--- src/rtl/latch_bank_ctrl.sv ---
// Write controller and round-robin arbiter for a bank of NUM WIDTH-bit D-latch cells.
// Define LATCH_BANK_CTRL_FIXED_PRIO_EN to make requester 0 always win conflicts.
module latch_bank_ctrl #(
  parameter int WIDTH  = 8,
  parameter int NUM    = 4,
  parameter int ADDR_W = 2
) (
  input  logic              i_clk,
  input  logic              i_reset,
  input  logic              i_req0_valid,
  input  logic [ADDR_W-1:0] i_req0_addr,
  input  logic [WIDTH-1:0]  i_req0_data,
  output logic              o_req0_ready,
  input  logic              i_req1_valid,
  input  logic [ADDR_W-1:0] i_req1_addr,
  input  logic [WIDTH-1:0]  i_req1_data,
  output logic              o_req1_ready,
  input  logic              i_clear_req,
  output logic              o_clear_busy,
  output logic              o_clear_done,
  output logic [WIDTH-1:0]  o_latch_d,
  output logic [NUM-1:0]    o_latch_en,
  output logic              o_busy,
  output logic              o_err_addr
);

  typedef enum logic [1:0] {
    S_IDLE   = 2'd0,
    S_SETUP  = 2'd1,
    S_ENABLE = 2'd2,
    S_HOLD   = 2'd3
  } state_t;

  state_t             r_state;
  state_t             w_next;
  logic               r_last_grant;
  logic               r_sweep;
  logic [ADDR_W-1:0]  r_addr;
  logic [WIDTH-1:0]   r_latch_d;
  logic [NUM-1:0]     r_latch_en;
  logic               r_clear_busy;
  logic               r_clear_done;
  logic               r_err_addr;

  logic               w_arb_ok;
  logic               w_pick1;
  logic               w_grant0;
  logic               w_grant1;
  logic               w_accept;
  logic               w_start_clear;
  logic               w_sweep_last;
  logic [ADDR_W-1:0]  w_sel_addr;
  logic [WIDTH-1:0]   w_sel_data;
  logic               w_sel_bad;

  // Out-of-range addresses decode to an all-zero enable vector.
  function automatic logic [NUM-1:0] f_onehot(input logic [ADDR_W-1:0] a);
    logic [NUM-1:0] v;
    v = '0;
    for (int i = 0; i < NUM; i++) begin
      if (a == ADDR_W'(i)) begin
        v[i] = 1'b1;
      end
    end
    return v;
  endfunction

  assign w_arb_ok      = i_reset && (r_state == S_IDLE) && !i_clear_req;
  assign w_start_clear = i_reset && (r_state == S_IDLE) && i_clear_req;
`ifdef LATCH_BANK_CTRL_FIXED_PRIO_EN
  assign w_pick1       = i_req1_valid && !i_req0_valid;
`else
  assign w_pick1       = i_req1_valid && (!i_req0_valid || (r_last_grant == 1'b0));
`endif
  assign w_grant1      = w_arb_ok && w_pick1;
  assign w_grant0      = w_arb_ok && i_req0_valid && !w_pick1;
  assign w_accept      = w_grant0 || w_grant1;
  assign w_sel_addr    = w_grant1 ? i_req1_addr : i_req0_addr;
  assign w_sel_data    = w_grant1 ? i_req1_data : i_req0_data;
  assign w_sel_bad     = ~|f_onehot(w_sel_addr);
  assign w_sweep_last  = (r_addr == ADDR_W'(NUM - 1));

  // Next-state logic for the SETUP/ENABLE/HOLD write sequencer.
  always_comb begin
    w_next = r_state;
    case (r_state)
      S_IDLE: begin
        if (w_start_clear || w_accept) begin
          w_next = S_SETUP;
        end else begin
          w_next = S_IDLE;
        end
      end
      S_SETUP:  w_next = S_ENABLE;
      S_ENABLE: w_next = S_HOLD;
      S_HOLD: begin
        if (r_sweep && !w_sweep_last) begin
          w_next = S_SETUP;
        end else begin
          w_next = S_IDLE;
        end
      end
      default:  w_next = S_IDLE;
    endcase
  end

  // State, captured request and registered latch-side outputs.
  always_ff @(posedge i_clk or negedge i_reset) begin
    if (!i_reset) begin
      r_state      <= S_IDLE;
      r_last_grant <= 1'b1;
      r_sweep      <= 1'b0;
      r_addr       <= '0;
      r_latch_d    <= '0;
      r_latch_en   <= '0;
      r_clear_busy <= 1'b0;
      r_clear_done <= 1'b0;
      r_err_addr   <= 1'b0;
    end else begin
      r_state      <= w_next;
      r_clear_done <= 1'b0;
      r_err_addr   <= 1'b0;
      case (r_state)
        S_IDLE: begin
          if (w_start_clear) begin
            r_sweep      <= 1'b1;
            r_addr       <= '0;
            r_latch_d    <= '0;
            r_clear_busy <= 1'b1;
          end else if (w_accept) begin
            r_sweep      <= 1'b0;
            r_addr       <= w_sel_addr;
            r_latch_d    <= w_sel_data;
            r_last_grant <= w_grant1;
            r_err_addr   <= w_sel_bad;
          end
        end
        S_SETUP:  r_latch_en <= f_onehot(r_addr);
        S_ENABLE: r_latch_en <= '0;
        S_HOLD: begin
          // The data bus stays at zero between swept cells; only the index moves.
          if (r_sweep && !w_sweep_last) begin
            r_addr <= r_addr + ADDR_W'(1);
          end else if (r_sweep) begin
            r_sweep      <= 1'b0;
            r_clear_busy <= 1'b0;
            r_clear_done <= 1'b1;
          end
        end
        default: r_latch_en <= '0;
      endcase
    end
  end

  assign o_req0_ready = w_grant0;
  assign o_req1_ready = w_grant1;
  assign o_clear_busy = r_clear_busy;
  assign o_clear_done = r_clear_done;
  assign o_latch_d    = r_latch_d;
  assign o_latch_en   = r_latch_en;
  assign o_busy       = (r_state != S_IDLE);
  assign o_err_addr   = r_err_addr;

endmodule
--- config.mk ---
export PLATFORM = sky130hd
export DESIGN_NAME = latch_bank_ctrl
export DESIGN_NICKNAME = d
export VERILOG_FILES = /design/src/rtl/latch_bank_ctrl.sv
export SDC_FILE = /design/constraint.sdc
export NUM_CORES = 1
export LEC_CHECK = 0
export BUFFER_PORTS_ARGS = -buffer_cell sky130_fd_sc_hd__buf_2
export CELL_PAD_IN_SITES_DETAIL_PLACEMENT = 0
export CELL_PAD_IN_SITES_GLOBAL_PLACEMENT = 1
export CORE_MARGIN = 2
export CORE_UTILIZATION = 32
export DETAILED_ROUTE_END_ITERATION = 12
export PLACE_DENSITY = 0.78
export SLEW_MARGIN = 20
export SYNTH_ARGS = -nofsm -noshare
export SYNTH_HDL_FRONTEND = slang
export SYNTH_SLANG_ARGS = --single-unit
--- constraint.sdc ---
create_clock -name i_clk -period 1.75 [get_ports i_clk]
set_clock_uncertainty 0.2 [all_clocks]
set_input_delay 0.2625 -clock i_clk [delete_from_list [all_inputs] [get_ports i_clk]]
set_output_delay 0.2625 -clock i_clk [all_outputs]
set_load 0.02 [all_outputs]
Yosys cells after proc, flatten, opt, wreduce, memory -nomap -nowiden. Cells that the tools add are included.

Add/sub/neg operators: 1. Equality and inequality tests: 14. Mux-type cells: 34. Bitwise gates (word level): 2. Reductions and logical operators: 29.

Operators by type and width (count): 8-bit two-way mux (3); 1-bit two-way mux (22); 2-bit == test (second input constant) (6); 3-bit AND reduction (3); 1-bit logical AND (8); 2-bit two-way mux (4); 2-bit != test (second input constant) (4); 2-bit one-hot mux with 4 select lines (1); 4-bit one-hot mux with 2 select lines (1); 2-bit nonzero test (4); 2-bit by 1-bit == test with 1-bit output (second input constant) (3); 2-bit logical NOT (3); 1-bit logical NOT (5); 1-bit one-hot mux with 2 select lines (2); 2-bit one-hot mux with 2 select lines (1); 4-bit AND reduction (1); 4-bit OR reduction (1); 1-bit logical OR (3); 3-bit != test (second input constant) (1); 2-bit by 1-bit adder with 2-bit output (second input constant) (1); 1-bit inverter (2); 2-bit AND reduction (1).

Register bits: 21. Input bits: 25. Output and inout bits: 18. Logic and storage cells: 89.

Logic depth before layout (Yosys ltp). Gate-level depths: netlist (run 1).

Word-level depth: 12. Gate-level depth with buffers: 7. Gate-level depth less buffers: 6.

Worst setup path after synthesis (run 1). Ideal clock, no wire load.

Kind: reg2out. Start point: register r_state[0]. End point: output port o_req1_ready. Arrival time: 1.355 ns. Path slack: -0.067 ns. Cell stages (with the launch flop): 7. Path buffers: 1. Cells stage by stage: dfrtp_1 inv_1 ha_1 and3b_4 nand3_4 buf_6 inv_1.

Word-level cells in the longest chain between the ends: 4.

RTL lines: from (decl) (line 34) `state_t r_state;`; from (signal assigned) (line 120) `r_state <= w_next;`; 2-bit logical NOT (line 68) `assign w_arb_ok = i_reset && (r_state == S_IDLE) && !i_clear_req;`; 1-bit logical AND (2 in series) (line 68); 1-bit logical AND (line 75) `assign w_grant1 = w_arb_ok && w_pick1;`; to (decl) (line 17) `output logic o_req1_ready,`.

No other way between the ends.

Worst setup path in the final report (run 1).
Start point: register r_state[0]. End point: output port o_req0_ready.

Word-level cells in the longest chain between the ends: 5.

RTL lines: 2-bit logical NOT (line 68); 1-bit logical AND (2 in series) (line 68); 1-bit logical AND (2 in series) (line 76) `assign w_grant0 = w_arb_ok && i_req0_valid && !w_pick1;`; to (decl) (line 13) `output logic o_req0_ready,`.

No other way between the ends.

==> results of run 1 <==
[sequential cells by signal, indices dropped and copies added (netlist names)]
register,cells
o_clear_busy,1
o_latch_d,8
r_last_grant,1
o_clear_done,1
r_sweep,1
r_state,2
o_latch_en,4
r_addr,2
o_err_addr,1
[layer usage]
layer | wire length, um | vias up | global-route usage (%)
met1 | 1260 | 453 | 16.5
met2 | 1210 | 35 | 24.0
met5 | 0 | - | 0
met3 | 145 | 2 | 2.11
met4 | 12 | 0 | 3.26
li1 | - | 515 | -
[layout make-up]
class,count,area [um2],area share [%]
multi-input combinational,77,598,35.8
sequential,21,527,31.5
timing repair buffer,63,417,24.9
tap,46,57.6,3.44
inverter,12,45.0,2.69
clock buffer,3,22.5,1.35
clock inverter,1,5.00,0.299
[critical path: stages, from the launching register on]
cell and delay [ns]:
dfrtp_1 0.42, inv_2 0.09, ha_4 0.14, and3b_4 0.22, and3_4 0.19, buf_6 0.11
[cells by family (layout without fill, tap and decap cells)]
logic type / Yosys count / after routing / share of synthesized area, %
simple gates: 33 / 33 / 16.8
fa+ha+maj: 8 / 8 / 8.69
mux: 11 / 11 / 9.56
flops: 21 / 21 / 45.7
compound gates: 24 / 24 / 12.4
buf+inv: 15 / 79 / 6.51
other cells: 1 / 1 / 0.325
[stage by stage]
step / TNS (ns) / utilization (%)
2_1_floorplan: 0 / -
3_3_place_gp: 0 / 44.1
3_5_place_dp: -0.00725 / 44.1
4_1_cts: -0.316 / 47.4
5_1_grt: -1.34 / 49.3
6_report: -0.564 / 49.3
[worst min path at each step]
stage	slack, ns	to	cells after the start
2_1_floorplan	-0.23	o_clear_busy	0
3_3_place_gp	0.05	o_latch_d[7]	2
5_1_grt	0.02	o_latch_d[3]	3
3_5_place_dp	0.05	o_err_addr	2
4_1_cts	0.02	o_latch_d[7]	3
6_report	0.02	o_latch_d[7]	3
[synthesized netlist by cell type (2+ instances only)]
cell type,instances,share of area [%]
nand2b_1,3,1.6
o21ai_0,7,3.0
dfrtp_1,20,43
a21oi_1,3,1.3
o21ai_1,8,3.5
mux2i_1,11,9.6
ha_1,8,8.7
nor2_1,2,0.65
buf_6,2,2.0
inv_1,12,3.9
nand3_1,11,4.8
nand3b_1,5,3.3
nand2_1,8,2.6
[timing repair]
item	in CTS	in global routing
hold endpoints to repair	21	19
pin swaps	3	4
resized for setup	12	8
hold buffers	1	2
setup endpoints to repair	6	14
buffers inserted	5	3
[report_power, final]
group	internal, mW	switching, mW	total [mW]	leakage, nW
clock	0.0851	0.156	0.241	0.0177
combinational	0.665	0.762	1.43	0.609
sequential	0.692	0.109	0.802	0.265
==> metrics.json, run 1 <==
{
  "drt": {
    "detail_route.wl_per_cell_um": 11.8,
    "total_wirelength_mm": 2.63,
    "antenna_violating_nets_post_route": 0,
    "dr.pass1.iters": 4,
    "drc_errors": 0,
    "vias_per_cell": 4.51,
    "dr_iter_0_viols": 19,
    "number_of_vias_in_the_routed_layout": 1005
  },
  "clock_tree": {
    "clk_transition_reported_paths_ns": 0.13,
    "tritoncts": "done",
    "clock_insertion_delay_worst_skew_ns": 0.31,
    "clk_root_buffer_cell": "clkbuf_4",
    "tritoncts_num_sinks": 21,
    "h_tree_level_count": 1,
    "clk_path_buf_depth": 2,
    "cts_buf_count": 3
  },
  "flow_run": {
    "drv.max_cap_violation_count": 0
  },
  "synth": {
    "dominantRegCellSynth": "dfrtp_1",
    "yosys_warnings": 0,
    "synth_cell_types": 26,
    "synth_async_sr_flop_share_pct": 100,
    "synth_seq_area_share_pct": 45.7,
    "syn_avg_cell_area_um2": 10.2,
    "postSynthNetCount": 146,
    "number_of_register_bits_inferred_by_synthesis": 21,
    "synth-edff-count": 0,
    "synthesized_instance_count": 113,
    "synth_area_mm2": 0.00115
  },
  "critical_path": {
    "cp_data_required_time_ns": 1.29,
    "r2r-start": "r_state[0]",
    "setup.worst_path.end_class": "primary output",
    "r2r_slack_ns": -0.04,
    "worst-endpoint-arrival_ns": 1.47,
    "crit_fanout": 3,
    "r2r_end": "o_latch_d[6]",
    "worst_setup_path_start_kind": "register",
    "endpoint": "o_req0_ready",
    "reg2regPathDepth": 8,
    "timing_worst_setup_path_type": "reg -> out",
    "setup.worst_path.start": "r_state[0]"
  },
  "final_layout": {
    "syn_to_final_growth_pct": 45.1,
    "final_net_count": 211,
    "layout_commonest_cell": "buf_2",
    "top_library_cells_by_usage_in_the_layout_fill_and_taps_aside": "buf_2 (39), dfrtp_1 (20), buf_4 (15), nand3_1 (11)",
    "n_antenna_cell": 0,
    "finished_layout_cell_area_mm2": 0.00167,
    "num-fill-cells": 322,
    "final_layout_size_suffix_gt1_share_pct": 44.6,
    "final_cell_count_no_fill": 223
  },
  "timing": {
    "holdWs_ns": 0.0173,
    "hold_viol_final": 0,
    "timing.final.ws_setup_ns": -0.179,
    "grt_setup_unrepaired": "yes",
    "worst_pin_slew_ns": 0.629,
    "finalCritPeriodShare_pct": 110,
    "slew_headroom_pct": 58.1,
    "timing.final.max_slew_violations": 0,
    "fmax_mhz": 518,
    "finalWorstPathRequiredPeriod_ns": 1.93,
    "finalSetupViolations": 12
  },
  "floorplan": {
    "die_height_um": 64.0,
    "fp.coreArea_mm2": 0.00339,
    "floorplan.die_area_mm2": 0.00410,
    "design.portCount": 43,
    "initial_utilization_pct": 34.0,
    "std_cell_rows": 21,
    "fp.dieW_um": 64.0
  },
  "global_route": {
    "largest_net_degree_at_the_start_of_global_routing": 18,
    "grt-ovfl-total": 0,
    "vias_in_the_first_global_route": 1022,
    "antenna_found_initial": 0,
    "grt.total_usage_pct": 13.3,
    "grt_pass1_wl_mm": 4.38
  },
  "pwr": {
    "power_mw": 2.47,
    "pwr_density_cell_mw_per_mm2": 1480,
    "leakage_nw": 0.892,
    "worst_ir_drop_vdd_mv": 0.573
  },
  "status": {
    "violations_in_the_final_reports": "setup timing",
    "run_status": "finished with violations"
  },
  "placed_design": {
    "placed_cells": 210,
    "place.detailed.hpwl_mm": 1.93,
    "gpl.final_weighted_congestion": 0.804,
    "place_worst_setup_slack_ns": -0.00725,
    "place_area_mm2": 0.00150,
    "port_buffers": 42
  },
  "worst_hold_path": {
    "hold_class": "in -> reg",
    "hold_path_startpoint": "i_req1_data[7]"
  }
}
Note: power is estimated with default switching activity, not from simulation.
==> run 2: changes to the inputs <==
Settings changed: ABC_AREA set to 1, CORE_UTILIZATION 32 to 30, PLACE_DENSITY 0.78 to 0.77.
==> metrics.json, run 2 <==
{
  "status": {
    "run_status": "finished with violations",
    "violations_in_the_final_reports": "setup timing"
  },
  "final_layout": {
    "top_library_cells_by_usage_in_the_layout_fill_and_taps_aside": "buf_2 (39), nand2_1 (30), inv_1 (26), dfrtp_1 (20), buf_4 (12)",
    "finished_layout_cell_area": {"value": 0.00175, "unit": "mm2", "change": "+4.9%"},
    "n_antenna_cell": {"value": 0, "change": "unchanged"},
    "syn_to_final_growth_pct": 51.6,
    "layout_commonest_cell": "buf_2",
    "final_layout_size_suffix_gt1_share": {"value": 46.4, "unit": "%", "change": "+1.8 points"},
    "largest_reg_flops": {"value": 8, "change": "unchanged"},
    "final_core_utilization": {"value": 47.6, "unit": "%", "change": "-1.8 points"},
    "final_net_count": {"value": 245, "change": "+16%"}
  },
  "critical_path": {
    "r2r_slack": {"value": 0.02, "unit": "ns", "change": "+0.06 ns"},
    "cp_data_required_time": {"value": 1.29, "unit": "ns", "change": "about the same"},
    "timing_worst_setup_path_type": "reg -> out",
    "worst_setup_path_start_kind": "register",
    "setup.worst_path.start": "r_state[0]",
    "r2r-start": "r_state[0]",
    "setup.worst_path.end_class": "primary output",
    "worst-endpoint-arrival": {"value": 1.38, "unit": "ns", "change": "-0.09 ns"},
    "endpoint": "o_req0_ready",
    "r2r_end": "r_addr[1]",
    "crit_fanout": {"value": 3, "change": "unchanged"},
    "reg2regPathDepth": {"value": 12, "change": "+4"}
  },
  "global_route": {
    "grt.total_usage": {"value": 13.1, "unit": "%", "change": "-0.26 points"},
    "grt_pass1_wl": {"value": 4.43, "unit": "mm", "change": "+1.1%"},
    "vias_in_the_first_global_route": {"value": 1047, "change": "+2.4%"},
    "antenna_found_initial": {"value": 0, "change": "unchanged"},
    "grt-ovfl-total": {"value": 0, "change": "unchanged"},
    "largest_net_degree_at_the_start_of_global_routing": {"value": 18, "change": "unchanged"}
  },
  "placed_design": {
    "place_area": {"value": 0.00144, "unit": "mm2", "change": "-3.6%"},
    "port_buffers": {"value": 42, "change": "unchanged"},
    "place.detailed.hpwl": {"value": 2.04, "unit": "mm", "change": "+5.8%"},
    "gpl.final_weighted_congestion": {"value": 0.759, "change": "-5.6%"}
  },
  "clock_tree": {
    "clk_transition_reported_paths": {"value": 0.08, "unit": "ns", "change": "-0.05 ns"},
    "clk_root_buffer_cell": "clkbuf_8",
    "clk_path_buf_depth": {"value": 2, "change": "unchanged"},
    "h_tree_level_count": {"value": 1, "change": "unchanged"},
    "cts_buf_count": {"value": 3, "change": "unchanged"},
    "tritoncts": "done",
    "clock_insertion_delay_worst_skew": {"value": 0.26, "unit": "ns", "change": "-0.05 ns"},
    "tritoncts_num_sinks": {"value": 21, "change": "unchanged"}
  },
  "drt": {
    "drc_errors": {"value": 0, "change": "unchanged"},
    "dr_iter_0_viols": {"value": 29, "change": "+10"},
    "detail_route.wl_per_cell": {"value": 10.8, "unit": "um", "change": "-8.6%"},
    "antenna_violating_nets_post_route": {"value": 0, "change": "unchanged"},
    "total_wirelength": {"value": 2.79, "unit": "mm", "change": "+6.2%"},
    "dr.pass1.iters": {"value": 4, "change": "unchanged"},
    "vias_per_cell": {"value": 4.32, "change": "-4.2%"},
    "number_of_vias_in_the_routed_layout": {"value": 1118, "change": "+11%"}
  },
  "synth": {
    "synth_area": {"value": 0.00116, "unit": "mm2", "change": "+0.43%"},
    "synth.top_cells.by_count": "nand2_1 (41), inv_1 (31), dfrtp_1 (20), o21ai_1 (16), nand3_1 (11)",
    "number_of_register_bits_inferred_by_synthesis": {"value": 21, "change": "unchanged"},
    "area_share_of_and_or_nand_nor_cells_after_synthesis": {"value": 22.6, "unit": "%", "change": "+5.8 points"},
    "syn_avg_cell_area": {"value": 7.77, "unit": "um2", "change": "-24%"},
    "synth-edff-count": {"value": 0, "change": "unchanged"},
    "synthesized_instance_count": {"value": 149, "change": "+32%"},
    "yosys_warnings": {"value": 0, "change": "unchanged"},
    "synth_mux_area_share": {"value": 0, "unit": "%", "change": "-9.6 points"},
    "combinational_family_with_the_most_area_after_synthesis": "simple AND/OR/NAND/NOR gates",
    "synth_compound_area_share": {"value": 11.1, "unit": "%", "change": "-1.2 points"},
    "post-synth-top-area-cell": "dfrtp_1",
    "netlist_top_cells_area": "dfrtp_1 (43%), nand2_1 (13%), inv_1 (10%)",
    "synth_most_common_cell": "nand2_1",
    "synth_cell_types": {"value": 20, "change": "-23%"},
    "synth_seq_area_share": {"value": 45.5, "unit": "%", "change": "-0.20 points"},
    "synthDominantCellAreaShare": {"value": 43.2, "unit": "%", "change": "-0.19 points"},
    "dominantRegCellSynth": "dfrtp_1",
    "adder_cell_share_of_the_synthesized_area": {"value": 8.65, "unit": "%", "change": "-0.038 points"},
    "synth_async_sr_flop_share": {"value": 100, "unit": "%", "change": "unchanged"},
    "postSynthNetCount": {"value": 182, "change": "+25%"},
    "synth_xor_area_share": {"value": 0, "unit": "%", "change": "unchanged"}
  },
  "timing": {
    "finalCritPeriodShare": {"value": 105, "unit": "%", "change": "-5.2 points"},
    "finalWorstPathRequiredPeriod": {"value": 1.84, "unit": "ns", "change": "-0.0904 ns"},
    "fmax": {"value": 544, "unit": "MHz", "change": "+4.9%"},
    "finalSetupViolations": {"value": 2, "change": "-10"},
    "grt_setup_unrepaired": "yes",
    "hold_viol_final": {"value": 0, "change": "unchanged"},
    "timing.final.max_slew_violations": {"value": 0, "change": "unchanged"},
    "timing.final.ws_setup": {"value": -0.0888, "unit": "ns", "change": "+0.0904 ns"}
  },
  "floorplan": {
    "fp.coreArea": {"value": 0.00369, "unit": "mm2", "change": "+8.8%"},
    "std_cell_rows": {"value": 22, "change": "+4.8%"},
    "floorplan.die_area": {"value": 0.00437, "unit": "mm2", "change": "+6.7%"},
    "initial_utilization": {"value": 31.4, "unit": "%", "change": "-2.6 points"},
    "fp.dieW": {"value": 66.1, "unit": "um", "change": "+3.3%"},
    "design.portCount": {"value": 43, "change": "unchanged"},
    "die_height": {"value": 66.1, "unit": "um", "change": "+3.3%"}
  },
  "pwr": {
    "power": {"value": 2.47, "unit": "mW", "change": "+0.14%"},
    "leakage": {"value": 1.00, "unit": "nW", "change": "+12%"},
    "pwr_density_cell": {"value": 1410, "unit": "mW/mm2", "change": "-4.6%"},
    "worst_ir_drop_vdd": {"value": 0.665, "unit": "mV", "change": "+16%"}
  },
  "worst_hold_path": {
    "hold_class": "in -> reg"
  },
  "flow_run": {
    "drv.max_cap_violation_count": {"value": 0, "change": "unchanged"}
  }
}
-- run 2: changes by cell type after synthesis, moves of 2 or more --
cell / previous run / this run
nand3b_1: 5 / 0
nand2_1: 8 / 41
nor3_1: 0 / 2
inv_1: 12 / 31
nand2b_1: 3 / 0
o21ai_0: 7 / 5
mux2i_1: 11 / 0
o21ai_1: 8 / 16
-- run 2: power breakdown --
| group | internal, mW | switching [mW] | leakage, nW |
|---|---|---|---|
| logic | 0.590 | 0.774 | 0.713 |
| registers | 0.673 | 0.108 | 0.268 |
| clock network | 0.161 | 0.167 | 0.0217 |
-- run 2: what timing repair did --
item / 4_1_cts / 5_1_grt
buffers inserted: 9 / 3
setup endpoints to repair: 12 / 15
pin swaps: 5 / 12
hold buffers: 1 / 0
resized for setup: 14 / 30
cloned: 0 / 1
hold endpoints to repair: 21 / 0
-- run 2: logic make-up after synthesis --
family / count (synthesis)
AND/OR/NAND/NOR: 60
buffers and inverters: 34
AO/OA/AOI/OAI: 25
flip-flops: 21
adder cells (fa/ha/maj): 8
other: 1
-- run 2: metal layers --
| metal | vias to the layer above | share of wire, % | track usage, % |
|---|---|---|---|
| li1 | 577 | - | - |
| met1 | 501 | 43 | 16.0 |
| met2 | 38 | 49 | 22.6 |
| met3 | 2 | 7.8 | 5.11 |
| met4 | 0 | 0.54 | 0.765 |
| met5 | - | 0 | 0 |
-- run 2: cell type report --
cell class	instances	area (um2)
Fill cell	379	1930
Multi-Input combinational cell	94	591
Sequential cell	21	527
Timing Repair Buffer	60	408
Inverter	32	120
Tap cell	48	60.1
Clock buffer	3	41.3
Clock inverter	1	7.51
-- run 2: how the worst min path moves through the flow --
| stage | startpoint | endpoint | slack, ns | cells past startpoint |
|---|---|---|---|---|
| 3_5_place_dp | i_reset | r_sweep | 0.05 | 2 |
| 6_report | i_req1_data[6] | o_latch_d[6] | 0.07 | 3 |
| 3_3_place_gp | i_reset | o_latch_d[6] | 0.06 | 2 |
| 2_1_floorplan | i_reset | o_clear_busy | -0.23 | 0 |
| 5_1_grt | i_req1_data[6] | o_latch_d[6] | 0.07 | 3 |
| 4_1_cts | i_req1_data[6] | o_latch_d[6] | 0.07 | 3 |
-- run 2: critical path, cell delays in order, from the launching register on --
cell and delay (ns):
dfrtp_1 0.39, inv_2 0.09, ha_4 0.16, nand2_4 0.05, nor2_4 0.13, nand2_2 0.07
nor2_2 0.10, buf_6 0.12
-- run 2: per-stage QoR --
stage | setup TNS [ns] | hold WS (ns) | cells | setup WS [ns]
after floorplan | 0 | -0.233 | 149 | 0.0457
after global placement | 0 | 0.0577 | 241 | 0.0244
after detailed placement | -0.308 | 0.0503 | 241 | -0.0467
after CTS | -0.203 | 0.0659 | 255 | -0.140
after global routing | -0.685 | 0.0651 | 259 | -0.163
final | -0.147 | 0.0659 | 259 | -0.0888
==> run 3: changes to the inputs <==
Settings changed: CORE_UTILIZATION 30 to 32, CTS_BUF_LIST set to sky130_fd_sc_hd__clkbuf_8, PLACE_DENSITY 0.77 to 0.81.
==> metrics.json, run 3 (synthesis results as in run 2) <==
{
  "status": {
    "run_status": "finished with violations",
    "violations_in_the_final_reports": "setup timing"
  },
  "final_layout": {
    "syn_to_final_growth_pct": 46.2,
    "top_library_cells_by_usage_in_the_layout_fill_and_taps_aside": "buf_2 (39), nand2_1 (38), inv_1 (27), dfrtp_1 (20)",
    "final_layout_size_suffix_gt1_share": {"value": 38.9, "unit": "%", "change": "-7.6 points"},
    "largest_reg_flops": {"value": 8, "change": "unchanged"},
    "finished_layout_cell_area": {"value": 0.00169, "unit": "mm2", "change": "-3.6%"},
    "layout_commonest_cell": "buf_2",
    "final_net_count": {"value": 245, "change": "unchanged"},
    "n_antenna_cell": {"value": 0, "change": "unchanged"},
    "final_core_utilization": {"value": 49.5, "unit": "%", "change": "+2.0 points"}
  },
  "placed_design": {
    "port_buffers": {"value": 42, "change": "unchanged"},
    "place_worst_setup_slack": {"value": -0.00653, "unit": "ns", "change": "+0.0402 ns"},
    "place.detailed.hpwl": {"value": 2.08, "unit": "mm", "change": "+2.0%"},
    "gpl.final_weighted_congestion": {"value": 0.694, "change": "-8.5%"},
    "place_area": {"value": 0.00147, "unit": "mm2", "change": "+1.9%"}
  },
  "critical_path": {
    "timing_worst_setup_path_type": "reg -> out",
    "setup.worst_path.end_class": "primary output",
    "crit_fanout": {"value": 2, "change": "-1"},
    "worst_setup_path_start_kind": "register",
    "cp_data_required_time": {"value": 1.29, "unit": "ns", "change": "about the same"},
    "worst-endpoint-arrival": {"value": 1.37, "unit": "ns", "change": "about the same"}
  },
  "drt": {
    "dr.pass1.iters": {"value": 4, "change": "unchanged"},
    "antenna_violating_nets_post_route": {"value": 0, "change": "unchanged"},
    "vias_per_cell": {"value": 4.28, "change": "-0.93%"},
    "met3_routed_length": {"value": 170, "unit": "um", "change": "-22%"},
    "total_wirelength": {"value": 2.86, "unit": "mm", "change": "+2.3%"},
    "drc_errors": {"value": 0, "change": "unchanged"},
    "route.layer.met1.wl": {"value": 1.31, "unit": "mm", "change": "+10%"},
    "route.met2.wl": {"value": 1.33, "unit": "mm", "change": "-2.8%"},
    "number_of_vias_in_the_routed_layout": {"value": 1099, "change": "-1.7%"},
    "detail_route.wl_per_cell": {"value": 11.1, "unit": "um", "change": "+3.1%"},
    "top_signal_layer_used": "met4",
    "dr_iter_0_viols": {"value": 34, "change": "+17%"}
  },
  "clock_tree": {
    "clock_insertion_delay_worst_skew": {"value": 0.26, "unit": "ns", "change": "about the same"},
    "clk_path_buf_depth": {"value": 2, "change": "unchanged"},
    "h_tree_level_count": {"value": 1, "change": "unchanged"},
    "tritoncts": "done",
    "clk_transition_reported_paths": {"value": 0.07, "unit": "ns", "change": "about the same"},
    "tritoncts_num_sinks": {"value": 21, "change": "unchanged"},
    "clk_root_buffer_cell": "clkbuf_8",
    "cts_buf_count": {"value": 3, "change": "unchanged"}
  },
  "pwr": {
    "worst_ir_drop_vdd": {"value": 0.413, "unit": "mV", "change": "-38%"},
    "leakage": {"value": 0.995, "unit": "nW", "change": "-0.67%"},
    "power": {"value": 2.39, "unit": "mW", "change": "-3.3%"},
    "pwr_density_cell": {"value": 1410, "unit": "mW/mm2", "change": "+0.23%"}
  },
  "timing": {
    "finalCritPeriodShare": {"value": 105, "unit": "%", "change": "-0.22 points"},
    "final_total_negative_setup_slack": {"value": -0.121, "unit": "ns", "change": "+0.0262 ns"},
    "finalWorstPathRequiredPeriod": {"value": 1.83, "unit": "ns", "change": "-0.00381 ns"},
    "hold_viol_final": {"value": 0, "change": "unchanged"},
    "fmax": {"value": 545, "unit": "MHz", "change": "+0.21%"},
    "grt_setup_unrepaired": "yes",
    "finalSetupViolations": {"value": 2, "change": "unchanged"},
    "timing.final.ws_setup": {"value": -0.0850, "unit": "ns", "change": "+0.00381 ns"},
    "timing.final.max_slew_violations": {"value": 0, "change": "unchanged"}
  },
  "global_route": {
    "largest_net_degree_at_the_start_of_global_routing": {"value": 15, "change": "-3"},
    "vias_in_the_first_global_route": {"value": 1095, "change": "+4.6%"},
    "grt_pass1_wl": {"value": 4.64, "unit": "mm", "change": "+4.8%"},
    "antenna_found_initial": {"value": 0, "change": "unchanged"},
    "grt-ovfl-total": {"value": 0, "change": "unchanged"},
    "grt.total_usage": {"value": 14.6, "unit": "%", "change": "+1.6 points"}
  },
  "floorplan": {
    "floorplan.die_area": {"value": 0.00411, "unit": "mm2", "change": "-5.9%"},
    "std_cell_rows": {"value": 21, "change": "-4.5%"},
    "fp.dieW": {"value": 64.1, "unit": "um", "change": "-3.0%"},
    "fp.coreArea": {"value": 0.00342, "unit": "mm2", "change": "-7.4%"},
    "die_height": {"value": 64.1, "unit": "um", "change": "-3.0%"},
    "initial_utilization": {"value": 33.9, "unit": "%", "change": "+2.5 points"},
    "design.portCount": {"value": 43, "change": "unchanged"}
  },
  "worst_hold_path": {
    "hold_class": "in -> reg"
  },
  "flow_run": {
    "drv.max_cap_violation_count": {"value": 0, "change": "unchanged"}
  }
}
-- run 3: final cells by class --
class                           instances  area (um2)
Tap cell                               46        57.6
Fill cell                             358        1720
Inverter                               32         123
Multi-Input combinational cell         95         564
Timing Repair Buffer                   59         375
Clock buffer                            3        41.3
Clock inverter                          1        3.75
Sequential cell                        21         527
-- run 3: repair_timing --
item / in CTS / in global routing
pin swaps: 4 / 6
buffers inserted: 6 / 2
hold buffers: 1 / 1
endpoints found under the hold margin: 20 / 4
cloned: 0 / 1
gates resized for setup: 16 / 15
setup endpoints to repair: 11 / 16
-- run 3: worst max-delay path, cell delays in order, from the launching register on --
cell and delay, ns:
dfrtp_1 0.39, inv_2 0.08, ha_4 0.15, nand2_4 0.05
nor2_4 0.10, buf_6 0.12, nand2_4 0.06, inv_2 0.06
buf_6 0.11
-- run 3: metal layers --
metal,up-vias,global-route usage [%]
li1,577,-
met1,479,17.9
met2,38,24.2
met3,5,3.87
met4,0,6.38
met5,-,0
-- run 3: power breakdown --
group | switching [mW] | total (mW) | internal [mW]
sequential | 0.109 | 0.783 | 0.674
clock | 0.158 | 0.315 | 0.157
combinational | 0.747 | 1.29 | 0.546
-- run 3: final timing paths --
path,endpoint,slack (ns),cells after the start,from
min in group asynchronous,r_addr[0],0.08,3,i_reset
max in group asynchronous,r_state[0],0.59,3,i_reset
worst min register to register,o_clear_busy,0.27,2,o_clear_busy
worst max register to register,o_latch_d[6],0.01,10,r_state[0]
worst min-delay path,o_latch_d[0],0.06,3,i_req1_data[0]
worst max-delay path,o_req1_ready,-0.08,8,r_state[0]
-- run 3: through the flow --
step / cells / hold slack, ns
after floorplan: 149 / -0.233
after global placement: 243 / -0.0734
after detailed placement: 243 / -0.0699
after CTS: 253 / 0.0646
after global routing: 257 / 0.0784
final: 257 / 0.0645
